--- config.mk ---
export PLATFORM = sky130hd
export DESIGN_NAME = spi_sclk_gen
export DESIGN_NICKNAME = d
export VERILOG_FILES = /design/src/rtl/spi_pkg.sv /design/src/rtl/spi_half_period_timer.sv /design/src/rtl/spi_sclk_gen.sv
export SDC_FILE = /design/constraint.sdc
export NUM_CORES = 1
export LEC_CHECK = 0
export BUFFER_PORTS_ARGS = -buffer_cell sky130_fd_sc_hd__buf_2
export CORE_MARGIN = 2
export CORE_UTILIZATION = 62
export CTS_CLUSTER_DIAMETER = 60
export DETAILED_ROUTE_END_ITERATION = 10
export HOLD_SLACK_MARGIN = 0.03
export PLACE_DENSITY = 0.95
export REMOVE_ABC_BUFFERS = 1
export SYNTH_ARGS = -nofsm -noshare
export SYNTH_HDL_FRONTEND = slang
export SYNTH_SLANG_ARGS = --single-unit
--- constraint.sdc ---
create_clock -name i_clk -period 4.1 [get_ports i_clk]
set_input_delay 0.205 -clock i_clk [delete_from_list [all_inputs] [get_ports i_clk]]
set_output_delay 0.205 -clock i_clk [all_outputs]
set_load 0.05 [all_outputs]
--- src/rtl/spi_pkg.sv ---
// Shared definitions for the SPI serial-clock generator: FSM state
// encoding, SPI mode constants and default field widths.
package spi_pkg;

  // Default widths: half-period divisor and bits-per-transfer field.
  localparam int DEF_DIV_W = 8;
  localparam int DEF_CNT_W = 6;

  // Transfer sequencing states.
  typedef enum logic [1:0] {
    ST_IDLE = 2'd0,
    ST_RUN  = 2'd1,
    ST_DONE = 2'd2
  } state_t;

  // SPI modes encoded as {cpol, cpha}.
  localparam logic [1:0] MODE0 = 2'b00;
  localparam logic [1:0] MODE1 = 2'b01;
  localparam logic [1:0] MODE2 = 2'b10;
  localparam logic [1:0] MODE3 = 2'b11;

  // True when the mode samples MISO on the leading SCLK edge.
  function automatic logic samples_on_lead(input logic [1:0] mode);
    logic lead;
    case (mode)
      MODE0:   lead = 1'b1;
      MODE1:   lead = 1'b0;
      MODE2:   lead = 1'b1;
      MODE3:   lead = 1'b0;
      default: lead = 1'b1;
    endcase
    return lead;
  endfunction

endpackage

--- src/rtl/spi_half_period_timer.sv ---
// Half-period timer for the SPI clock generator. Counts i_clk cycles
// from 0 up to i_limit and flags the cycle in which the count wraps, so
// the consumer can toggle SCLK on the following edge.
module spi_half_period_timer
  import spi_pkg::*;
#(
  parameter int DIV_W = DEF_DIV_W
) (
  input  logic             i_clk,
  input  logic             i_rst,
  input  logic             i_clear,
  input  logic             i_en,
  input  logic [DIV_W-1:0] i_limit,
  output logic             o_wrap
);

  logic [DIV_W-1:0] cnt_q;

  // Wrap is seen one cycle ahead so the registered SCLK toggles exactly
  // i_limit+1 cycles after the counter was cleared.
  assign o_wrap = i_en && !i_clear && (cnt_q == i_limit);

  // Half-period counter: cleared while not running, wraps at the limit.
  always_ff @(posedge i_clk or posedge i_rst) begin
    if (i_rst) begin
      cnt_q <= '0;
    end else if (i_clear) begin
      cnt_q <= '0;
    end else if (i_en) begin
      if (cnt_q == i_limit) begin
        cnt_q <= '0;
      end else begin
        cnt_q <= cnt_q + DIV_W'(1);
      end
    end
  end

endmodule

--- src/rtl/spi_sclk_gen.sv ---
// SPI serial-clock generator with runtime CPOL/CPHA, programmable bit
// count and divisor. Produces SCLK plus lead/trail edge pulses and
// sample/shift strobes for the shift-register datapath.
// Optional feature: define SPI_SCLK_ABORT_EN to add the i_abort input,
// which cancels a running transfer without a done pulse.
module spi_sclk_gen
  import spi_pkg::*;
#(
  parameter int DIV_W = DEF_DIV_W,
  parameter int CNT_W = DEF_CNT_W
) (
  input  logic             i_clk,
  input  logic             i_rst,
  input  logic             i_cfg_valid,
  input  logic [DIV_W-1:0] i_div,
  input  logic             i_cpol,
  input  logic             i_cpha,
  input  logic [CNT_W-1:0] i_nbits,
  input  logic             i_start,
`ifdef SPI_SCLK_ABORT_EN
  input  logic             i_abort,
`endif
  output logic             o_ready,
  output logic             o_sclk,
  output logic             o_lead_edge,
  output logic             o_trail_edge,
  output logic             o_sample,
  output logic             o_shift,
  output logic [CNT_W-1:0] o_bit_count,
  output logic             o_done
);

  state_t           state_q;
  logic [DIV_W-1:0] div_q;
  logic             cpol_q;
  logic             cpha_q;
  logic [CNT_W-1:0] nbits_q;
  logic [CNT_W:0]   edge_q;

  logic             abort_req;
  logic             cfg_acc;
  logic             start_acc;
  logic             wrap;
  logic             lead_now;
  logic             trail_now;
  logic             sample_now;
  logic             shift_now;
  logic             last_edge;
  logic [CNT_W:0]   edge_nxt;
  logic [DIV_W-1:0] div_limit;

`ifdef SPI_SCLK_ABORT_EN
  assign abort_req = i_abort;
`else
  assign abort_req = 1'b0;
`endif

  // Config wins over start when both arrive in the same idle cycle.
  assign cfg_acc   = i_cfg_valid && o_ready;
  assign start_acc = i_start && o_ready && !i_cfg_valid;

  // Latched divisor is never zero, so limit = div-1 cannot underflow.
  assign div_limit = div_q - DIV_W'(1);

  spi_half_period_timer #(
    .DIV_W (DIV_W)
  ) u_timer (
    .i_clk   (i_clk),
    .i_rst   (i_rst),
    .i_clear (state_q != ST_RUN),
    .i_en    (state_q == ST_RUN),
    .i_limit (div_limit),
    .o_wrap  (wrap)
  );

  // Classify the upcoming SCLK toggle and map it onto sample/shift.
  always_comb begin
    lead_now   = wrap && (o_sclk == cpol_q);
    trail_now  = wrap && (o_sclk != cpol_q);
    if (samples_on_lead({cpol_q, cpha_q})) begin
      sample_now = lead_now;
      shift_now  = trail_now;
    end else begin
      sample_now = trail_now;
      shift_now  = lead_now;
    end
    edge_nxt  = edge_q + (CNT_W + 1)'(1);
    last_edge = wrap && (edge_nxt == {nbits_q, 1'b0});
  end

  // Transfer FSM with registered SCLK, strobes, bit counter and handshake.
  always_ff @(posedge i_clk or posedge i_rst) begin
    if (i_rst) begin
      state_q      <= ST_IDLE;
      div_q        <= DIV_W'(1);
      cpol_q       <= 1'b0;
      cpha_q       <= 1'b0;
      nbits_q      <= '0;
      edge_q       <= '0;
      o_ready      <= 1'b1;
      o_sclk       <= 1'b0;
      o_lead_edge  <= 1'b0;
      o_trail_edge <= 1'b0;
      o_sample     <= 1'b0;
      o_shift      <= 1'b0;
      o_bit_count  <= '0;
      o_done       <= 1'b0;
    end else begin
      o_lead_edge  <= 1'b0;
      o_trail_edge <= 1'b0;
      o_sample     <= 1'b0;
      o_shift      <= 1'b0;
      o_done       <= 1'b0;
      case (state_q)
        ST_IDLE: begin
          if (cfg_acc) begin
            div_q   <= (i_div == '0) ? DIV_W'(1) : i_div;
            cpol_q  <= i_cpol;
            cpha_q  <= i_cpha;
            nbits_q <= i_nbits;
            o_sclk  <= i_cpol;
          end else if (start_acc) begin
            o_ready     <= 1'b0;
            o_bit_count <= '0;
            edge_q      <= '0;
            if (nbits_q == '0) begin
              state_q <= ST_DONE;
              o_done  <= 1'b1;
            end else begin
              state_q <= ST_RUN;
            end
          end
        end
        ST_RUN: begin
          if (abort_req) begin
            state_q <= ST_IDLE;
            o_ready <= 1'b1;
            o_sclk  <= cpol_q;
          end else if (wrap) begin
            o_sclk       <= ~o_sclk;
            o_lead_edge  <= lead_now;
            o_trail_edge <= trail_now;
            o_sample     <= sample_now;
            o_shift      <= shift_now;
            edge_q       <= edge_nxt;
            if (sample_now) begin
              o_bit_count <= o_bit_count + CNT_W'(1);
            end
            if (last_edge) begin
              state_q <= ST_DONE;
              o_done  <= 1'b1;
            end
          end
        end
        ST_DONE: begin
          state_q <= ST_IDLE;
          o_ready <= 1'b1;
        end
        default: begin
          state_q <= ST_IDLE;
          o_ready <= 1'b1;
          o_sclk  <= cpol_q;
        end
      endcase
    end
  end

endmodule

==> results by group, run 1 <==
Run status
  • Run status: finished, final reports clean

Worst setup path
  • CP arrival: 3280 ps
  • Worst r2r src: div_q[2]
  • Most used cell, CP: or4_1
  • Delay-heaviest family, CP: simple AND/OR/NAND/NOR gates
  • Setup Crit Path Kind: flip-flop to flip-flop
  • Worst path slowest cell: or4_1
  • Critical Path, Cell by Cell: or4_4 > or4_1 > o311ai_1 > o2111ai_2 > or4_1 > a21oi_1
  • CP Max Fanout: 22
  • Critical Path RT: 4340 ps
  • Slowest stage delay, CP: ~680 ps
  • Worst setup path start: div_q[2]
  • Crit. End Element: flip-flop
  • Startpoint types: flip-flop
  • Buf/Inv on CP: 0

Synthesis
  • Seq/Total Area, Yosys: 0.462
  • Synth Area per Inst: a little over 10 um2
  • Synth cell types: 50
  • Post-synth top area cell: dfrtp_1
  • Synth Warn #: 0
  • #FFs+latches synth: 46
  • Number of synthesized flops with an enable pin: 0
  • Main combinational cell family by area after synthesis: simple AND/OR/NAND/NOR gates
  • Synth Area in XOR/XNOR: 0.0807
  • Mux contribution to synthesized area: 0.0877
  • Most frequent cell after synthesis: dfrtp_1
  • Compound-Gate Fraction of Synth Area: 0.111
  • Mapped Area: roughly 2500 um2
  • Adder-Cell Fraction of Synth Area: 0.0201
  • Cells after synthesis: 242
  • Post-Synth Simple-Gate Area: 0.211
  • Synth top area share: 0.441
  • Main synth FF type: dfrtp_1
  • Synth area leaders: dfrtp_1 44%, mux2_2 6.3%, xnor2_1 5.3%
  • Synth cell count leaders: 44 x dfrtp_1, 15 x nor2_1, 15 x xnor2_1
  • Asr flop ratio synth: 1.00

Drt
  • Vias/cell: about 6.1
  • Starting DRT DRC Count: around 150
  • # DRC: 0
  • WL/cell: 15.7 um
  • Detailed Route WL: 5.10 mm
  • Initial DRT Pass Iterations: 4
  • Vias post-DR: 1978
  • Post-route ant nets: 0

STA
  • Final setup fails: 0
  • Min Tclk post-route: 3040 ps
  • RSZ-0062 raised after global routing: false
  • Worst-margin pin slew: 969 ps
  • Fmax: 0.329 GHz
  • Pins Over Slew Limit: 0
  • Hold slack final: 25.7 ps
  • Fin crit share: 0.741
  • Clock skew: 9.91 ps
  • Headroom to the max-slew limit: 0.354
  • Fin. Hold Viols: 0
  • Fin Setup TNS: 0 ps

Global route
  • GR Overflow Total: 0
  • Largest net degree at the start of global routing: 47
  • Tot GR Track Use: 0.244
  • Grt met2 use: 0.390
  • First-pass GRT wire length: 8.31 mm
  • Initial antenna violation count: 0
  • Met1 Use GR: 0.334
  • GR Util met3: 0.0517
  • Busiest grt layer: met2
  • Vias in the first global route: 1844

Clock tree
  • CTS tree: yes
  • Reg clk slew, reported paths: 90 ps
  • Root buf cell: clkbuf_8
  • Clk sinks: 46
  • CTS Buf Count: 5
  • Post-CTS Hold Fix Bufs: 0
  • Clk_lat worst skew: 310 ps
  • Postcts setup bufs: 0
  • Max Buffers Root-to-Sink: 2
  • CTS resizes: 0
  • H-tree depth: 2

Final layout
  • Layout cells sized above 1: 0.236
  • Area grow syn2layout: 12.0%
  • Fillers: 283
  • Fin util: 0.709
  • Nets@finish: roughly 300
  • Final Instance Area: approximately 2800 um2
  • Ant. Diodes: 0
  • Fin cells: about 330

Power and ir drop
  • Power per Cell Area: roughly 710 nW/um2
  • Peak VDD IR: 0.367 mV
  • Total leakage power: 1.28 nW

Place
  • PortBufs: 32
  • GPL Wtd Cong: 0.885
  • DP Wirelength: 3.62 mm
  • Placed Instances: approximately 320
  • Post-DP Area: 2680 um2

Floorplan
  • Die ar.: roughly 4500 um2
  • Boundary pin count: 33
  • Die Y: 67.5 um
  • Core Area: 3940 um2
  • Site row count: 23
  • Starting Density: 0.633
  • Chip Width: 67.5 um

Hold path
  • Worst Hold Class: primary input to asynchronous set/reset pin

Run
  • Max-cap violations: 0
## registers in the layout, summed over array words and instances, names as in the netlist, 2 cells and up
signal         count
u_timer.cnt_q      8
nbits_q            6
div_q              8
state_q            2
edge_q             7
o_bit_count        6
## path summary, 6_finish.rpt
path                                  end  slack [ps]  depth (start not counted)
max in group asynchronous        div_q[0]        3690                          3
setup / recovery           o_bit_count[5]        1060                          6
min in group i_clk             nbits_q[1]         110                          3
hold / removal                  edge_q[1]          30                          3
hold reg to reg                   o_ready         520                          2
setup reg to reg           o_bit_count[5]        1060                          6
## per-layer routing
metal / vias to the layer above / share of wire / wire (um)
met5: - / 0 / 0
met4: 0 / 0.015 / 78
met3: 9 / 0.054 / 276
met2: 62 / 0.48 / 2430
met1: 959 / 0.45 / 2310
li1: 948 / - / -
## layout make-up
class / instances / area (um2) / share of cell area
clock buffer: 5 / 68.8 / 0.0246
clock inverter: 3 / 43.8 / 0.0157
inverter: 7 / 26.3 / 0.00940
multi-input combinational: 181 / 1270 / 0.455
sequential: 46 / 1150 / 0.413
tap: 50 / 62.6 / 0.0224
timing repair buffer: 33 / 168 / 0.0600
## per-stage QoR
stage | power, W | setup WS [ps]
2_1_floorplan | 0.00145 | 1340
3_3_place_gp | 0.00159 | 1160
3_5_place_dp | 0.00165 | 1090
4_1_cts | 0.00199 | 1070
5_1_grt | 0.00213 | 955
6_report | 0.00200 | 1060
## power by group
group | total (W) | leakage, nW | switching (W) | internal (W)
combinational | 0.000838 | 0.633 | 0.000481 | 0.000358
sequential | 0.000810 | 0.584 | 0.000198 | 0.000613
clock | 0.000346 | 0.0585 | 0.000164 | 0.000183
## kinds of logic after synthesis
group                      after synthesis
and+or+nand+nor                         94
muxes                                   20
buffers and inverters                   15
adders and majority gates                4
DFF                                     46
xor gates and xnor gates                23
AOI/OAI and AO/OA                       40
## placed cells by master, fill, tap and decap left out, drive strengths merged, types with 4 or more instances in the layout
cell     n
a21o     4
a21oi    7
and3     9
buf     33
clkbuf   5
dfrtp   44
ha       4
inv      7
mux2    15
mux2i    5
nand2   13
nand2b   4
nand3    9
nor2    15
nor3    14
o211ai   4
o21ai    9
o31ai    4
or4      5
xnor2   15
xor2     8
## worst reg2reg max path, cell delays in order (launching register included)
cell and delay, ps:
dfrtp_1 460, or4_4 530, or4_1 510, o311ai_1 120, o2111ai_2 530, or4_1 680
a21oi_1 150
Power figures use the tool's default switching activity.
==> run 2: changes to the inputs <==
--- a/config.mk
+++ b/config.mk
@@ -7,11 +7,11 @@
 export LEC_CHECK = 0
 export BUFFER_PORTS_ARGS = -buffer_cell sky130_fd_sc_hd__buf_2
 export CORE_MARGIN = 2
-export CORE_UTILIZATION = 62
+export CORE_UTILIZATION = 52
 export CTS_CLUSTER_DIAMETER = 60
 export DETAILED_ROUTE_END_ITERATION = 10
 export HOLD_SLACK_MARGIN = 0.03
-export PLACE_DENSITY = 0.95
+export PLACE_DENSITY = 0.87
 export REMOVE_ABC_BUFFERS = 1
 export SYNTH_ARGS = -nofsm -noshare
 export SYNTH_HDL_FRONTEND = slang
==> constraint.sdc (replaced) <==
create_clock -name i_clk -period 2.79 [get_ports i_clk]
set_input_delay 0.1395 -clock i_clk [delete_from_list [all_inputs] [get_ports i_clk]]
set_output_delay 0.1395 -clock i_clk [all_outputs]
set_load 0.05 [all_outputs]
==> run 2 against run 1 <==
Hold slack improved by 19 ps. Largest cell class unchanged. Cell area increased by 3.6%. Die area grew 18%. Clock-buffer cell count stayed put. Critical path depth up 1. Global-route usage is 4.0 points lower. Combinational power is 59% higher. Wire length down 0.14%. Final cell count rose by 4.3%. Worst setup slack worse by 980 ps. First-iteration DRC count decreased by 22%.
==> results by group, run 2 (same netlist as run 1, synthesis figures left out) <==
STA
  • Fin. Hold Viols: 0
  • Headroom to the max-slew limit: 0.407
  • Setup slack after layout: between 80 and 90 ps
  • Hold slack final: about 45 ps
  • Clock skew: 9.45 ps
  • Pins Over Slew Limit: 0
  • Worst-margin pin slew: just under 900 ps
  • Final setup fails: 0
  • Fin crit share: 0.969
  • Fmax: 0.370 GHz
  • Min Tclk post-route: approximately 2700 ps

Final layout
  • Area grow syn2layout: 16.0%
  • Nets@finish: 308
  • Most frequent cells in the layout: 44 x dfrtp_1, 32 x buf_2, 15 x nor2_1, 15 x xnor2_1
  • Layout cells sized above 1: 0.270
  • Final Instance Area: ~2900 um2
  • Fillers: 379
  • Most common cell after layout, fill and taps aside: dfrtp_1
  • Top Registers: div_q (8), u_timer.cnt_q (8), edge_q (7)
  • Ant. Diodes: 0

Clock tree
  • Clk_lat worst skew: 300 ps
  • Max Buffers Root-to-Sink: 2
  • CTS tree: yes
  • Root buf cell: clkbuf_8
  • Clk sinks: 46
  • Reg clk slew, reported paths: 90 ps
  • H-tree depth: 2
  • CTS Buf Count: 5

Place
  • DP Wirelength: roughly 3.7 mm
  • Post-DP Area: roughly 2700 um2
  • GPL Wtd Cong: ~0.81
  • Pre-CTS setup slack: 105 ps
  • PortBufs: 32

Worst setup path
  • CP arrival: ~3000 ps
  • Critical Path, Cell by Cell: or4_4 > or4_1 > o311ai_2 > o2111ai_2 > buf_4 > or4_1 > a21oi_2
  • Crit. End Element: flip-flop
  • Critical Path RT: 3030 ps
  • Buf/Inv on CP: 1
  • Delay-heaviest family, CP: simple AND/OR/NAND/NOR gates
  • Startpoint types: flip-flop
  • Most used cell, CP: or4_1
  • Setup Crit Path Kind: flip-flop to flip-flop
  • Worst path slowest cell: or4_4
  • CP Max Fanout: 4
  • Slowest stage delay, CP: between 500 and 600 ps

Floorplan
  • Chip Width: 73.3 um
  • Starting Density: 0.536
  • Die Y: 73.3 um
  • Boundary pin count: 33
  • Die ar.: roughly 5400 um2
  • Core Area: 4660 um2
  • Site row count: 25

Drt
  • Vias/cell: roughly 5.8
  • Vias post-DR: 1970
  • Detailed Route WL: 5.09 mm
  • WL/cell: 15.0 um
  • # DRC: 0
  • Initial DRT Pass Iterations: 4
  • Starting DRT DRC Count: 115
  • Post-route ant nets: 0

Global route
  • Busiest grt layer: met2
  • Initial antenna violation count: 0
  • GR Util met3: 0.0329
  • Grt met2 use: 0.341
  • Met1 Use GR: 0.263
  • Tot GR Track Use: 0.204
  • First-pass GRT wire length: just over 8 mm
  • Largest net degree at the start of global routing: 25
  • Vias in the first global route: between 1500 and 2000
  • GR Overflow Total: 0

Hold path
  • Worst Hold Class: primary input to flip-flop

Run status
  • Run status: finished, final reports clean

Power and ir drop
  • Peak VDD IR: about 0.44 mV
  • Power per Cell Area: 1040 nW/um2
  • Total leakage power: 1.32 nW

Run
  • Max-cap violations: 0
run 2: cell type report:
cell class	count	area (um2)	area share
multi-input combinational	181	1290	0.445
sequential	46	1150	0.398
timing repair buffer	43	245	0.0847
clock buffer	5	68.8	0.0238
tap	54	67.6	0.0233
clock inverter	3	45.0	0.0156
inverter	7	26.3	0.00907
run 2: routing by layer:
| metal | wire length [um] | vias up |
|---|---|---|
| met5 | 0 | - |
| met4 | 99 | 0 |
| met3 | 245 | 9 |
| met2 | 2390 | 56 |
| met1 | 2350 | 937 |
| li1 | - | 968 |
run 2: path summary, 6_finish.rpt:
path / startpoint / to / slack (ps) / depth (start not counted)
max in group asynchronous: i_rst / o_ready / 1620 / 4
max reg2reg: div_q[2] / o_bit_count[5] / 90 / 7
max: div_q[2] / o_bit_count[5] / 90 / 7
min reg2reg: o_ready / o_ready / 520 / 2
min: i_nbits[1] / nbits_q[1] / 40 / 3
min in group asynchronous: i_rst / edge_q[4] / 410 / 3
run 2: metrics by stage:
| stage | utilization | setup TNS (ps) | std cells | total power, W |
|---|---|---|---|---|
| CTS | 0.616 | 0 | 338 | 0.00299 |
| floorplan | - | 0 | 234 | 0.00212 |
| global route | 0.621 | -25.1 | 339 | 0.00322 |
| detailed placement | 0.590 | 0 | 329 | 0.00248 |
| finish | 0.621 | 0 | 339 | 0.00300 |
| global placement | 0.590 | 0 | 329 | 0.00242 |
run 2: repair_timing:
item,in CTS,in global routing
endpoints found under the setup margin,0,1
hold buffers,1,0
setup buffers,0,1
gates resized for setup,0,3
hold endpoints to repair,21,0
run 2: power by group:
| part | leakage (nW) | switching (W) | internal, W | total (W) |
|---|---|---|---|---|
| Clock | 0.0504 | 0.000235 | 0.000267 | 0.000502 |
| Combinational | 0.682 | 0.000731 | 0.000594 | 0.00133 |
| Sequential | 0.584 | 0.000274 | 0.000901 | 0.00118 |
run 2: tightest hold or removal path, cell delays in order:
cell	delay, ps
buf_2	80
nand2_1	40
o21ai_0	60
==> run 3: changes to the inputs <==
--- a/config.mk
+++ b/config.mk
@@ -10,9 +10,8 @@
 export CORE_UTILIZATION = 52
 export CTS_CLUSTER_DIAMETER = 60
 export DETAILED_ROUTE_END_ITERATION = 10
-export HOLD_SLACK_MARGIN = 0.03
+export HOLD_SLACK_MARGIN = 0.05
 export PLACE_DENSITY = 0.87
-export REMOVE_ABC_BUFFERS = 1
 export SYNTH_ARGS = -nofsm -noshare
 export SYNTH_HDL_FRONTEND = slang
 export SYNTH_SLANG_ARGS = --single-unit
==> run 3 against run 2 <==
Register-to-register slack about the same. Highest routed layer unchanged. Largest power group unchanged. Clock-buffer cell count increased by 2. Via count increased by 3.0%.
==> results by group, run 3 (same netlist as run 1, synthesis figures left out) <==
Run status
  • Run status: finished, final reports clean

Power and ir drop
  • Peak VDD IR: around 0.42 mV
  • Power per Cell Area: 1020 nW/um2
  • Final Power: 0.00294 W
  • Total leakage power: 1.32 nW

Clock tree
  • CTS Buf Count: 5
  • Root buf cell: clkbuf_8
  • Reg clk slew, reported paths: around 90 ps
  • Clk sinks: between 40 and 50
  • Clk_lat worst skew: 310 ps
  • Max Buffers Root-to-Sink: 2
  • CTS tree: yes
  • H-tree depth: 2

STA
  • Min Tclk post-route: ~2700 ps
  • Setup slack after layout: 97.4 ps
  • Worst-margin pin slew: 929 ps
  • Headroom to the max-slew limit: 0.377
  • Fmax: 0.371 GHz
  • Clock skew: around 9.5 ps
  • Pins Over Slew Limit: 0
  • Final setup fails: 0
  • Fin Setup TNS: 0 ps
  • Fin crit share: 0.965
  • Fin. Hold Viols: 0

Worst setup path
  • Crit. End Element: flip-flop
  • Worst setup path start: div_q[0]
  • Delay-heaviest family, CP: simple AND/OR/NAND/NOR gates
  • Worst path slowest cell: dfstp_2
  • Setup Crit Path Kind: flip-flop to flip-flop
  • Slowest stage delay, CP: 570 ps
  • Startpoint types: flip-flop
  • FF-to-FF path depth: 9
  • Worst r2r src: div_q[0]
  • Critical Path, Cell by Cell: inv_1 > ha_1 > or2b_1 > a211oi_2 > nor3_1 > nor4b_1 > buf_4 > nand2_1 > o31ai_1
  • CP arrival: approximately 2900 ps
  • Critical Path RT: 2980 ps
  • R2R Path End: o_bit_count[1]
  • End of the critical path: o_bit_count[1]
  • CP Depth: 9
  • CP Max Fanout: 7
  • R2r setup slk: around 100 ps
  • Buf/Inv on CP: 2

Final layout
  • Most frequent cells in the layout: 44 x dfrtp_1, 32 x buf_2, 15 x nor2_1, 15 x xnor2_1, 14 x mux2_2
  • Top Registers: div_q (8), u_timer.cnt_q (8), edge_q (7)
  • Storage cell area: around 1200 um2
  • Nets@finish: between 300 and 400
  • Most common cell after layout, fill and taps aside: dfrtp_1
  • Area grow syn2layout: 15.3%
  • Multi-input gate area: 1280 um2
  • Ant. Diodes: 0
  • Layout cells sized above 1: 0.262
  • Fillers: 365

Drt
  • Vias post-DR: 2030
  • WL/cell: 15.3 um
  • Detailed Route WL: 5.20 mm
  • Post-route ant nets: 0
  • # DRC: 0
  • Starting DRT DRC Count: 177
  • Initial DRT Pass Iterations: 4
  • Vias/cell: 5.97

Run
  • Max-cap violations: 0

Global route
  • Tot GR Track Use: 0.214
  • First-pass GRT wire length: 8.87 mm
  • Initial antenna violation count: 0
  • GR Overflow Total: 0
  • Largest net degree at the start of global routing: 28
  • Vias in the first global route: 1989

Floorplan
  • Core Area: 4660 um2
  • Starting Density: 0.536
  • Chip Width: 73.3 um
  • Boundary pin count: 33
  • Die ar.: around 5400 um2
  • Site row count: 25
  • Die Y: between 70 and 80 um

Hold path
  • Worst Hold Class: primary input to flip-flop

Place
  • DP Wirelength: 3.68 mm
  • GPL Wtd Cong: 0.914
  • Pre-CTS setup slack: 169 ps
  • PortBufs: 32

Synthesis
  • Post-synthesis net count: between 200 and 300
run 3: worst min path at each step:
stage	start	to	slack [ps]	cells past startpoint
floorplan	i_div[1]	div_q[1]	260	2
global placement	i_rst	nbits_q[2]	270	2
detailed placement	i_rst	nbits_q[2]	270	2
CTS	i_nbits[4]	nbits_q[4]	60	2
global route	i_nbits[4]	nbits_q[4]	70	2
finish	i_nbits[2]	nbits_q[2]	70	2
run 3: report_power, final:
group	switching, W	leakage (nW)	internal, W
clock	0.000224	0.0482	0.000200
sequential	0.000275	0.584	0.000901
combinational	0.000748	0.686	0.000590
run 3: what timing repair did:
action,4_1_cts,5_1_grt
endpoints found under the setup margin,0,4
endpoints found under the hold margin,26,0
buffers inserted,0,1
resized for setup,0,2
hold buffers,2,0
run 3: area by class of cell:
class	instances	area share
clock inverters	1	0.00174
repair buffers	44	0.0887
well taps	54	0.0235
clock buffers	7	0.0300
multi-input cells	181	0.446
inverters	7	0.00913
flip-flops and latches	46	0.401
run 3: worst reg2reg max path, cell delays in order (launching register included):
cell      delay [ps]
dfstp_2          570
inv_1             80
ha_1             250
or2b_1           260
a211oi_2         230
nor3_1            80
nor4b_1          350
buf_4            190
nand2_1          180
o31ai_1          390
run 3: stage by stage:
stage / hold slack (ps) / instance area [um2] / util / cells
global placement: 271 / 2750 / 0.590 / 329
finish: 66.5 / 2880 / 0.617 / 340
global route: 65.6 / 2880 / 0.617 / 340
detailed placement: 272 / 2750 / 0.590 / 329
CTS: 62.6 / 2860 / 0.614 / 339
floorplan: 256 / 2500 / - / 242
run 3: layer usage:
layer  routed length [um]  global-route usage  vias up
met5                    0                   0        -
met4                  149              0.0988        0
met3                  197              0.0439       12
met1                 2310               0.269      990
met2                 2540               0.355       50
li1                     -                   -      978
